--- config.mk ---
export PLATFORM = sky130hd
export DESIGN_NAME = muldiv_unit_flat
export DESIGN_NICKNAME = d
export VERILOG_FILES = /design/src/rtl/muldiv_pkg.sv /design/src/rtl/muldiv_if.sv /design/src/rtl/muldiv_sign_fix.sv /design/src/rtl/muldiv_unit.sv /design/src/flat_wrapper.sv
export SDC_FILE = /design/constraint.sdc
export NUM_CORES = 1
export LEC_CHECK = 0
export ABC_AREA = 1
export CAP_MARGIN = 10
export CORE_UTILIZATION = 51
export CTS_CLUSTER_DIAMETER = 50
export DETAILED_ROUTE_END_ITERATION = 10
export PLACE_DENSITY_LB_ADDON = 0.15
export SYNTH_ARGS = -nofsm -noshare
export SYNTH_HDL_FRONTEND = slang
export SYNTH_HIERARCHICAL = 1
export SYNTH_SLANG_ARGS = --single-unit
export TNS_END_PERCENT = 10
--- constraint.sdc ---
create_clock -name clk -period 2.9 [get_ports clk]
set_input_delay 0.725 -clock clk [delete_from_list [all_inputs] [get_ports clk]]
set_output_delay 0.725 -clock clk [all_outputs]
set_load 0.03 [all_outputs]
--- src/rtl/muldiv_pkg.sv ---
`default_nettype none
// ============================================================================
// Module      : muldiv_pkg
// Description : Shared constants, RV32M funct3 codes, FSM state encoding and
//               operand-signedness helpers for the iterative mul/div unit.
// Revision    : 1.0 - initial release
// ============================================================================
package muldiv_pkg;

  localparam int XLEN = 32;

  // RV32M funct3 encodings
  localparam logic [2:0] F3_MUL    = 3'd0;
  localparam logic [2:0] F3_MULH   = 3'd1;
  localparam logic [2:0] F3_MULHSU = 3'd2;
  localparam logic [2:0] F3_MULHU  = 3'd3;
  localparam logic [2:0] F3_DIV    = 3'd4;
  localparam logic [2:0] F3_DIVU   = 3'd5;
  localparam logic [2:0] F3_REM    = 3'd6;
  localparam logic [2:0] F3_REMU   = 3'd7;

  // Control FSM states
  typedef enum logic [1:0] {
    S_IDLE = 2'd0,
    S_CALC = 2'd1,
    S_FIX  = 2'd2,
    S_DONE = 2'd3
  } state_t;

  // rs1 is treated as two's complement for MULH, MULHSU, DIV and REM
  function automatic logic a_is_signed(input logic [2:0] f3);
    return (f3 == F3_MULH) || (f3 == F3_MULHSU) || (f3 == F3_DIV) || (f3 == F3_REM);
  endfunction

  // rs2 is treated as two's complement for MULH, DIV and REM
  function automatic logic b_is_signed(input logic [2:0] f3);
    return (f3 == F3_MULH) || (f3 == F3_DIV) || (f3 == F3_REM);
  endfunction

endpackage
`default_nettype wire

--- src/rtl/muldiv_if.sv ---
`default_nettype none
// ============================================================================
// Module      : muldiv_if
// Description : Request / register-file write bundle between the core control
//               and the mul/div unit.
// Revision    : 1.0 - initial release
// ============================================================================
interface muldiv_if;
  import muldiv_pkg::*;

  logic            start;
  logic [2:0]      funct3;
  logic [XLEN-1:0] op_a;
  logic [XLEN-1:0] op_b;
  logic [4:0]      rd_in;
  logic            busy;
  logic            done;
  logic            illegal;
  logic [4:0]      rd_addr;
  logic [XLEN-1:0] rd_data;
  logic            rd_wen;

  // Core side: issues requests, consumes the write request
  modport master (
    output start, funct3, op_a, op_b, rd_in,
    input  busy, done, illegal, rd_addr, rd_data, rd_wen
  );

  // Unit side
  modport slave (
    input  start, funct3, op_a, op_b, rd_in,
    output busy, done, illegal, rd_addr, rd_data, rd_wen
  );

endinterface
`default_nettype wire

--- src/rtl/muldiv_sign_fix.sv ---
`default_nettype none
// ============================================================================
// Module      : muldiv_sign_fix
// Description : Combinational conditional two's-complement negate. Used both
//               to take operand magnitudes and to restore the result sign.
// Revision    : 1.0 - initial release
// ============================================================================
module muldiv_sign_fix #(
  parameter int W = 32
) (
  input  wire logic         i_neg,
  input  wire logic [W-1:0] i_val,
  output logic      [W-1:0] o_val
);

  // Negating a value with its sign bit set yields its magnitude, so the same
  // block serves as abs() when i_neg is driven by the operand sign.
  assign o_val = i_neg ? ((~i_val) + {{(W-1){1'b0}}, 1'b1}) : i_val;

endmodule
`default_nettype wire

--- src/rtl/muldiv_unit.sv ---
`default_nettype none
// ============================================================================
// Module      : muldiv_unit
// Description : Iterative RV32M multiply/divide unit. Shift-add multiply and
//               restoring divide, one bit per cycle, operating on operand
//               magnitudes with a final sign fix. Result is presented as a
//               one-cycle register-file write request.
//               Build option MULDIV_DIV_EN: when defined the divider is built
//               and all eight ops are supported; otherwise DIV/DIVU/REM/REMU
//               raise a one-cycle illegal pulse.
// Revision    : 1.0 - initial release
// ============================================================================
module muldiv_unit
  import muldiv_pkg::*;
(
  input  wire logic clk,
  input  wire logic rst_n,
  muldiv_if.slave   io
);

  state_t            r_state;
  logic [2:0]        r_f3;
  logic [4:0]        r_rd;
  logic              r_sign;
  logic [XLEN-1:0]   r_hi;      // product high half / partial remainder
  logic [XLEN-1:0]   r_lo;      // multiplier shifting out / quotient shifting in
  logic [XLEN-1:0]   r_b;       // multiplicand or divisor magnitude
  logic [5:0]        r_cnt;
  logic              r_busy;
  logic              r_done;
  logic              r_illegal;
  logic              r_wen;
  logic [XLEN-1:0]   r_data;

  logic              w_a_neg;
  logic              w_b_neg;
  logic              w_res_sign;
  logic [XLEN-1:0]   w_abs_a;
  logic [XLEN-1:0]   w_abs_b;
  logic [XLEN:0]     w_sum;
  logic [2*XLEN-1:0] w_fix_in;
  logic [2*XLEN-1:0] w_fix_out;
  logic [XLEN-1:0]   w_result;

  // Operand magnitudes, only for the positions the op treats as signed
  assign w_a_neg = io.op_a[XLEN-1] && a_is_signed(io.funct3);
  assign w_b_neg = io.op_b[XLEN-1] && b_is_signed(io.funct3);

  // Remainder follows the dividend; product and quotient follow a XOR b
  assign w_res_sign = (io.funct3 == F3_REM) ? w_a_neg : (w_a_neg ^ w_b_neg);

  muldiv_sign_fix #(.W(XLEN)) u_abs_a (
    .i_neg (w_a_neg),
    .i_val (io.op_a),
    .o_val (w_abs_a)
  );

  muldiv_sign_fix #(.W(XLEN)) u_abs_b (
    .i_neg (w_b_neg),
    .i_val (io.op_b),
    .o_val (w_abs_b)
  );

  // One shift-add step: add multiplicand into the high half, then shift the
  // whole {carry, hi, lo} right so the multiplier's next bit reaches lo[0].
  assign w_sum = {1'b0, r_hi} + {1'b0, (r_lo[0] ? r_b : {XLEN{1'b0}})};

`ifdef MULDIV_DIV_EN
  logic [XLEN:0]     w_shift;
  logic              w_ge;
  logic [XLEN-1:0]   w_sub;
  logic              w_div0;
  logic              w_ovf;

  // Restoring step: bring in the next dividend bit; the difference is always
  // below the divisor when kept, so 32 bits of the subtraction suffice.
  assign w_shift = {r_hi, r_lo[XLEN-1]};
  assign w_ge    = (w_shift >= {1'b0, r_b});
  assign w_sub   = w_shift[XLEN-1:0] - r_b;

  assign w_div0  = (io.op_b == {XLEN{1'b0}});
  assign w_ovf   = ((io.funct3 == F3_DIV) || (io.funct3 == F3_REM)) &&
                   (io.op_a == 32'h8000_0000) && (io.op_b == 32'hFFFF_FFFF);
`endif

  // Pick which raw magnitude the final sign fix operates on
  always_comb begin
    w_fix_in = {r_hi, r_lo};
`ifdef MULDIV_DIV_EN
    case (r_f3)
      F3_DIV, F3_DIVU: w_fix_in = {{XLEN{1'b0}}, r_lo};
      F3_REM, F3_REMU: w_fix_in = {{XLEN{1'b0}}, r_hi};
      default:         w_fix_in = {r_hi, r_lo};
    endcase
`endif
  end

  muldiv_sign_fix #(.W(2*XLEN)) u_res_fix (
    .i_neg (r_sign),
    .i_val (w_fix_in),
    .o_val (w_fix_out)
  );

  // MULH* return the upper word; MUL and all divide ops the lower word
  always_comb begin
    w_result = w_fix_out[XLEN-1:0];
    if ((r_f3 == F3_MULH) || (r_f3 == F3_MULHSU) || (r_f3 == F3_MULHU))
      w_result = w_fix_out[2*XLEN-1:XLEN];
  end

  // Control FSM with iteration counter, datapath registers and registered outputs
  always_ff @(posedge clk) begin
    if (!rst_n) begin
      r_state   <= S_IDLE;
      r_f3      <= F3_MUL;
      r_rd      <= 5'd0;
      r_sign    <= 1'b0;
      r_hi      <= '0;
      r_lo      <= '0;
      r_b       <= '0;
      r_cnt     <= 6'd0;
      r_busy    <= 1'b0;
      r_done    <= 1'b0;
      r_illegal <= 1'b0;
      r_wen     <= 1'b0;
      r_data    <= '0;
    end else begin
      r_illegal <= 1'b0;
      case (r_state)
        S_IDLE: begin
          if (io.start) begin
            if (io.funct3[2]) begin
`ifdef MULDIV_DIV_EN
              r_f3   <= io.funct3;
              r_rd   <= io.rd_in;
              r_busy <= 1'b1;
              r_cnt  <= 6'd0;
              if (w_div0) begin
                // Quotient all ones; remainder is the dividend itself
                r_hi    <= w_abs_a;
                r_lo    <= {XLEN{1'b1}};
                r_sign  <= (io.funct3 == F3_REM) && w_a_neg;
                r_state <= S_FIX;
              end else if (w_ovf) begin
                r_hi    <= '0;
                r_lo    <= 32'h8000_0000;
                r_sign  <= 1'b0;
                r_state <= S_FIX;
              end else begin
                r_hi    <= '0;
                r_lo    <= w_abs_a;
                r_b     <= w_abs_b;
                r_sign  <= w_res_sign;
                r_state <= S_CALC;
              end
`else
              r_illegal <= 1'b1;
`endif
            end else begin
              r_f3    <= io.funct3;
              r_rd    <= io.rd_in;
              r_busy  <= 1'b1;
              r_cnt   <= 6'd0;
              r_hi    <= '0;
              r_lo    <= w_abs_b;
              r_b     <= w_abs_a;
              r_sign  <= w_res_sign;
              r_state <= S_CALC;
            end
          end
        end

        S_CALC: begin
          r_cnt <= r_cnt + 6'd1;
          if (r_cnt == 6'd31)
            r_state <= S_FIX;
`ifdef MULDIV_DIV_EN
          if (r_f3[2]) begin
            r_hi <= w_ge ? w_sub : w_shift[XLEN-1:0];
            r_lo <= {r_lo[XLEN-2:0], w_ge};
          end else begin
            r_hi <= w_sum[XLEN:1];
            r_lo <= {w_sum[0], r_lo[XLEN-1:1]};
          end
`else
          r_hi <= w_sum[XLEN:1];
          r_lo <= {w_sum[0], r_lo[XLEN-1:1]};
`endif
        end

        S_FIX: begin
          r_data  <= w_result;
          r_done  <= 1'b1;
          r_wen   <= (r_rd != 5'd0);
          r_state <= S_DONE;
        end

        S_DONE: begin
          r_done  <= 1'b0;
          r_wen   <= 1'b0;
          r_busy  <= 1'b0;
          r_state <= S_IDLE;
        end

        default: r_state <= S_IDLE;
      endcase
    end
  end

  assign io.busy    = r_busy;
  assign io.done    = r_done;
  assign io.illegal = r_illegal;
  assign io.rd_addr = r_rd;
  assign io.rd_data = r_data;
  assign io.rd_wen  = r_wen;

endmodule
`default_nettype wire

--- src/flat_wrapper.sv ---
// flat-port wrapper written by rule: the top's interface ports become plain ports
module muldiv_unit_flat import muldiv_pkg::*;
  (clk, rst_n, io_start, io_funct3, io_op_a, io_op_b, io_rd_in, io_busy, io_done, io_illegal, io_rd_addr, io_rd_data, io_rd_wen);
  muldiv_if io_i ();
  input  wire logic clk;
  input  wire logic rst_n;
  input wire logic [$bits(io_i.start)-1:0] io_start;
  input wire logic [$bits(io_i.funct3)-1:0] io_funct3;
  input wire logic [$bits(io_i.op_a)-1:0] io_op_a;
  input wire logic [$bits(io_i.op_b)-1:0] io_op_b;
  input wire logic [$bits(io_i.rd_in)-1:0] io_rd_in;
  output wire logic [$bits(io_i.busy)-1:0] io_busy;
  output wire logic [$bits(io_i.done)-1:0] io_done;
  output wire logic [$bits(io_i.illegal)-1:0] io_illegal;
  output wire logic [$bits(io_i.rd_addr)-1:0] io_rd_addr;
  output wire logic [$bits(io_i.rd_data)-1:0] io_rd_data;
  output wire logic [$bits(io_i.rd_wen)-1:0] io_rd_wen;
  assign io_i.start = io_start;
  assign io_i.funct3 = io_funct3;
  assign io_i.op_a = io_op_a;
  assign io_i.op_b = io_op_b;
  assign io_i.rd_in = io_rd_in;
  assign io_busy = io_i.busy;
  assign io_done = io_i.done;
  assign io_illegal = io_i.illegal;
  assign io_rd_addr = io_i.rd_addr;
  assign io_rd_data = io_i.rd_data;
  assign io_rd_wen = io_i.rd_wen;
  muldiv_unit u_core (.clk(clk), .rst_n(rst_n), .io(io_i));
endmodule
==> metrics.md <==
| Metric | Value |
|---|---|
| Cell accounting for the most synthesized area | `nand2_1` |
| Skew final | `12.5 ps` |
| Skew-Pair Late Insertion Delay | `approximately 430 ps` |
| Rows | `58` |
| DRC viols | `0` |
| Combinational share of power | `49.7%` |
| Yosys warns | `6` |
| Vias in the first global route | `between 10000 and 15000` |
| Final hold viol count | `0` |
| MaxCap Viol Count | `0` |
| Period utilization | `84.8%` |
| Hpwl dp | `34100 um` |
| Area of the multi-input gates | `just under 9000 um2` |
| Hold Path End | `u_core/io.done` |
| Rel. slew slack | `roughly 31%` |
| Final Max Tran Viols | `0` |
| Worst-margin pin slew | `between 1000 and 1500 ps` |
| Nets | `between 2000 and 3000` |
| Clock Tree Root | `clkbuf_16` |
| FF/Latch Area | `2960 um2` |
| Seq pwr share | `approximately 28%` |
| Proportion of power drawn by the clock network | `22.7%` |
| IO buf count | `115` |
| Non-Filler Instances | `2729` |
| Starting Density | `52.5%` |
| Post-layout util | `between 60% and 70%` |
| Arr. time, crit path | `2820 ps` |
| Synth top cells by count | `nand2_1 (795), nor2_1 (313), inv_1 (270)` |
| Largest net degree at the start of global routing | `64` |
| Die X | `about 160 um` |
| Dominant cells by area after synthesis | `nand2_1 (22%), dfxtp_1 (22%), nor2_1 (8.8%), inv_1 (7.6%), nand3_1 (5.7%)` |
| Post-synth ARST share | `0%` |
| Worst Hold Depth | `1` |
| Num CTS Buffers | `17` |
| CP Launch Type | `flip-flop` |
| Top-area cell type share of the netlist area | `around 22%` |
| Antenna viol nets, final | `0` |
| Antenna violations before repair | `0` |
| NetSw | `about 5.0 mW` |
| Status | `complete, no violations` |
| Most common cell in the netlist | `nand2_1` |
| Pwr Density | `700 nW/um2` |
| DR vias/cell | `5.37` |
| HP Start | `u_core/io.done` |
| Post-Route WL | `around 43000 um` |
| Worst r2r src | `u_core/r_lo[0]` |
| Total GRT Usage | `between 30% and 40%` |
| CTS Sinks | `between 100 and 150` |
| Unrepaired setup endpoints after global routing | `no` |
| # IOs | `116` |
| Fillers | `2583` |
| Reg clk slew, reported paths | `60 ps` |
| Reg-to-Reg End | `u_core/r_hi[31]` |
| Maximum vdd drop | `around 0.00047 V` |
| Mapped Cells | `2308` |
| Core area | `~25000 um2` |
| Yosys reg bits | `148` |
| CP Max Fanout | `5` |
| CTS H-Tree Depth | `4` |
| Drt initial violations | `about 1400` |
| Top FF cell, synth | `dfxtp_1` |
| Die area | `roughly 27000 um2` |
| GP Congestion | `0.942` |
| Final setup fails | `0` |
| R2r setup slk | `440 ps` |
| Critical path class | `flip-flop to flip-flop` |
| Setup TNS | `0 ps` |
| Cell Int Power | `5.79 mW` |
| Critical Path RT | `3260 ps` |
| CTS-repair resized insts | `0` |
| First-pass GRT wire length | `68500 um` |
| Sw frac | `a little under half` |
| Total gr overflow | `0` |
| Slowest-stage cell, CP | `dfxtp_1` |
| Worst path max stage delay | `470 ps` |
| Area Overhead vs Synth | `15.7%` |
| Fmax | `407 MHz` |
| Syn_nets | `2424` |
| Placed insts | `about 2700` |
| Post-CTS setup buffer count | `0` |
| Mapped Area | `13300 um2` |
| Post-Syn Area per Cell | `about 5.8 um2` |
| Critical path endpoint category | `flip-flop` |
| Antenna diodes | `0` |
| Register-to-Register Path Depth | `16` |
| First-pass iteration count of the detailed router | `6` |
| Sequential element share of the synthesized area | `22.2%` |
| Worst path cell trace | `nand2_1 -> inv_1 -> ha_1 -> inv_1 -> fa_1 -> inv_1 -> nand3_1 -> nand3_1 -> nand2_1 -> nand2_1 -> nand3_1 -> nand2_1 -> nand2_1 -> nand2_1 -> nand2_1 -> a21oi_1` |
| Via count | `14700` |
| Distinct cell type count after synthesis | `48` |
| Leakage | `slightly below 8 nW` |
| Wire per inst | `15.8 um` |
| Worst path most repeated cell | `nand2_1` |
| HP Class | `flip-flop to flip-flop` |
| Cts hold-fix bufs | `0` |
| Max clock buf depth | `2` |
| Min Tclk post-route | `around 2500 ps` |
| Share of post-route cells with drive strength above 1 | `8.71%` |
| CTS tree | `done` |
| Die H | `164 um` |
| Post-synth EDFFs | `0` |
==> layer usage <==
layer	up-vias	track usage, %	wire, um
li1	7418	-	-
met1	6666	45.7	20400
met2	527	51.7	18800
met3	52	4.44	2940
met4	0	9.51	1060
met5	-	0	0
==> registers in the layout, summed over array words and instances, names as in the netlist <==
register and flops:
u_core/io.rd_data 32, u_core/r_b 32, u_core/r_hi 32, u_core/r_lo 32, u_core/r_cnt 6, u_core/io.rd_addr 5
u_core/r_f3 2, u_core/r_state 2, u_core/io.busy 1, u_core/io.done 1, u_core/io.illegal 1, u_core/io.rd_wen 1
u_core/r_sign 1
==> kinds of logic (layout without fill, tap and decap cells) <==
kind of cell               count (synthesis)  in the layout  synth area share [%]
AOI/OAI and AO/OA                        267            267                  12.1
xor gates and xnor gates                  63             63                  4.20
adders and majority gates                 41             41                  3.91
buffers and inverters                    372            463                  11.0
DFF                                      148            148                  22.2
and+or+nand+nor                         1417           1417                  46.5
==> power groups by stage <==
stage | combinational, mW | sequential [mW] | clock (mW)
after floorplan | 3.49 | 3.14 | 0
after global placement | 5.25 | 2.99 | 0
after CTS | 5.31 | 2.95 | 2.48
after global routing | 5.88 | 3.01 | 2.57
final | 5.37 | 2.97 | 2.45
after detailed placement | 5.28 | 2.99 | 0
==> metrics by stage <==
stage                     worst slack, ps  instance area, um2  hold slack [ps]  total power, mW
after global routing                  213               15400              477             11.5
final                                 442               15400              460             10.8
after global placement                208               14800              458             8.24
after floorplan                       520               13300              457             6.63
after detailed placement              124               14800              442             8.27
after CTS                             499               15400              468             10.7
==> placed cells by master, fill, tap and decap left out, types with 6 or more instances in the layout <==
cell / instances
o21ai_4: 6
nor2_1: 312
nor2_4: 21
o21ai_0: 98
buf_4: 15
inv_2: 22
xnor2_1: 31
o211ai_1: 32
dfxtp_1: 147
nand3b_1: 10
ha_1: 39
o21ai_1: 9
inv_1: 270
nand3_1: 151
nor2_2: 28
a21oi_1: 63
a31oi_1: 34
nor3_1: 6
nand4_1: 25
nand2_2: 27
nand2_1: 795
nand3_2: 11
clkdlybuf4s50_1: 114
or2_2: 8
xor2_1: 31
buf_12: 6
clkbuf_16: 17
==> cell type report <==
cell class,instances,share of cell area (%)
well taps,330,2.68
inverters,295,7.25
clock inverters,13,1.26
flip-flops and latches,148,19.2
multi-input cells,1788,57.7
clock buffers,19,2.94
repair buffers,136,8.94
==> worst max-delay path: cells and delay by family (launching register included) <==
family                     cells  cell delay [ps]
AOI/OAI and AO/OA              1              110
adders and majority gates      2              570
buffers and inverters          3              290
DFF                            1              470
and+or+nand+nor               10              950
==> worst max path at each step <==
stage	startpoint	to	slack [ps]	cells after the start
global placement	io_funct3[2]	u_core/r_lo[18]	210	14
finish	u_core/r_lo[0]	u_core/r_hi[31]	440	16
floorplan	u_core/r_lo[0]	u_core/r_hi[31]	520	18
detailed placement	io_funct3[2]	u_core/r_lo[28]	120	14
CTS	u_core/r_lo[0]	u_core/r_hi[31]	500	16
global route	u_core/r_lo[0]	u_core/r_hi[31]	210	16
Power figures use the tool's default switching activity.
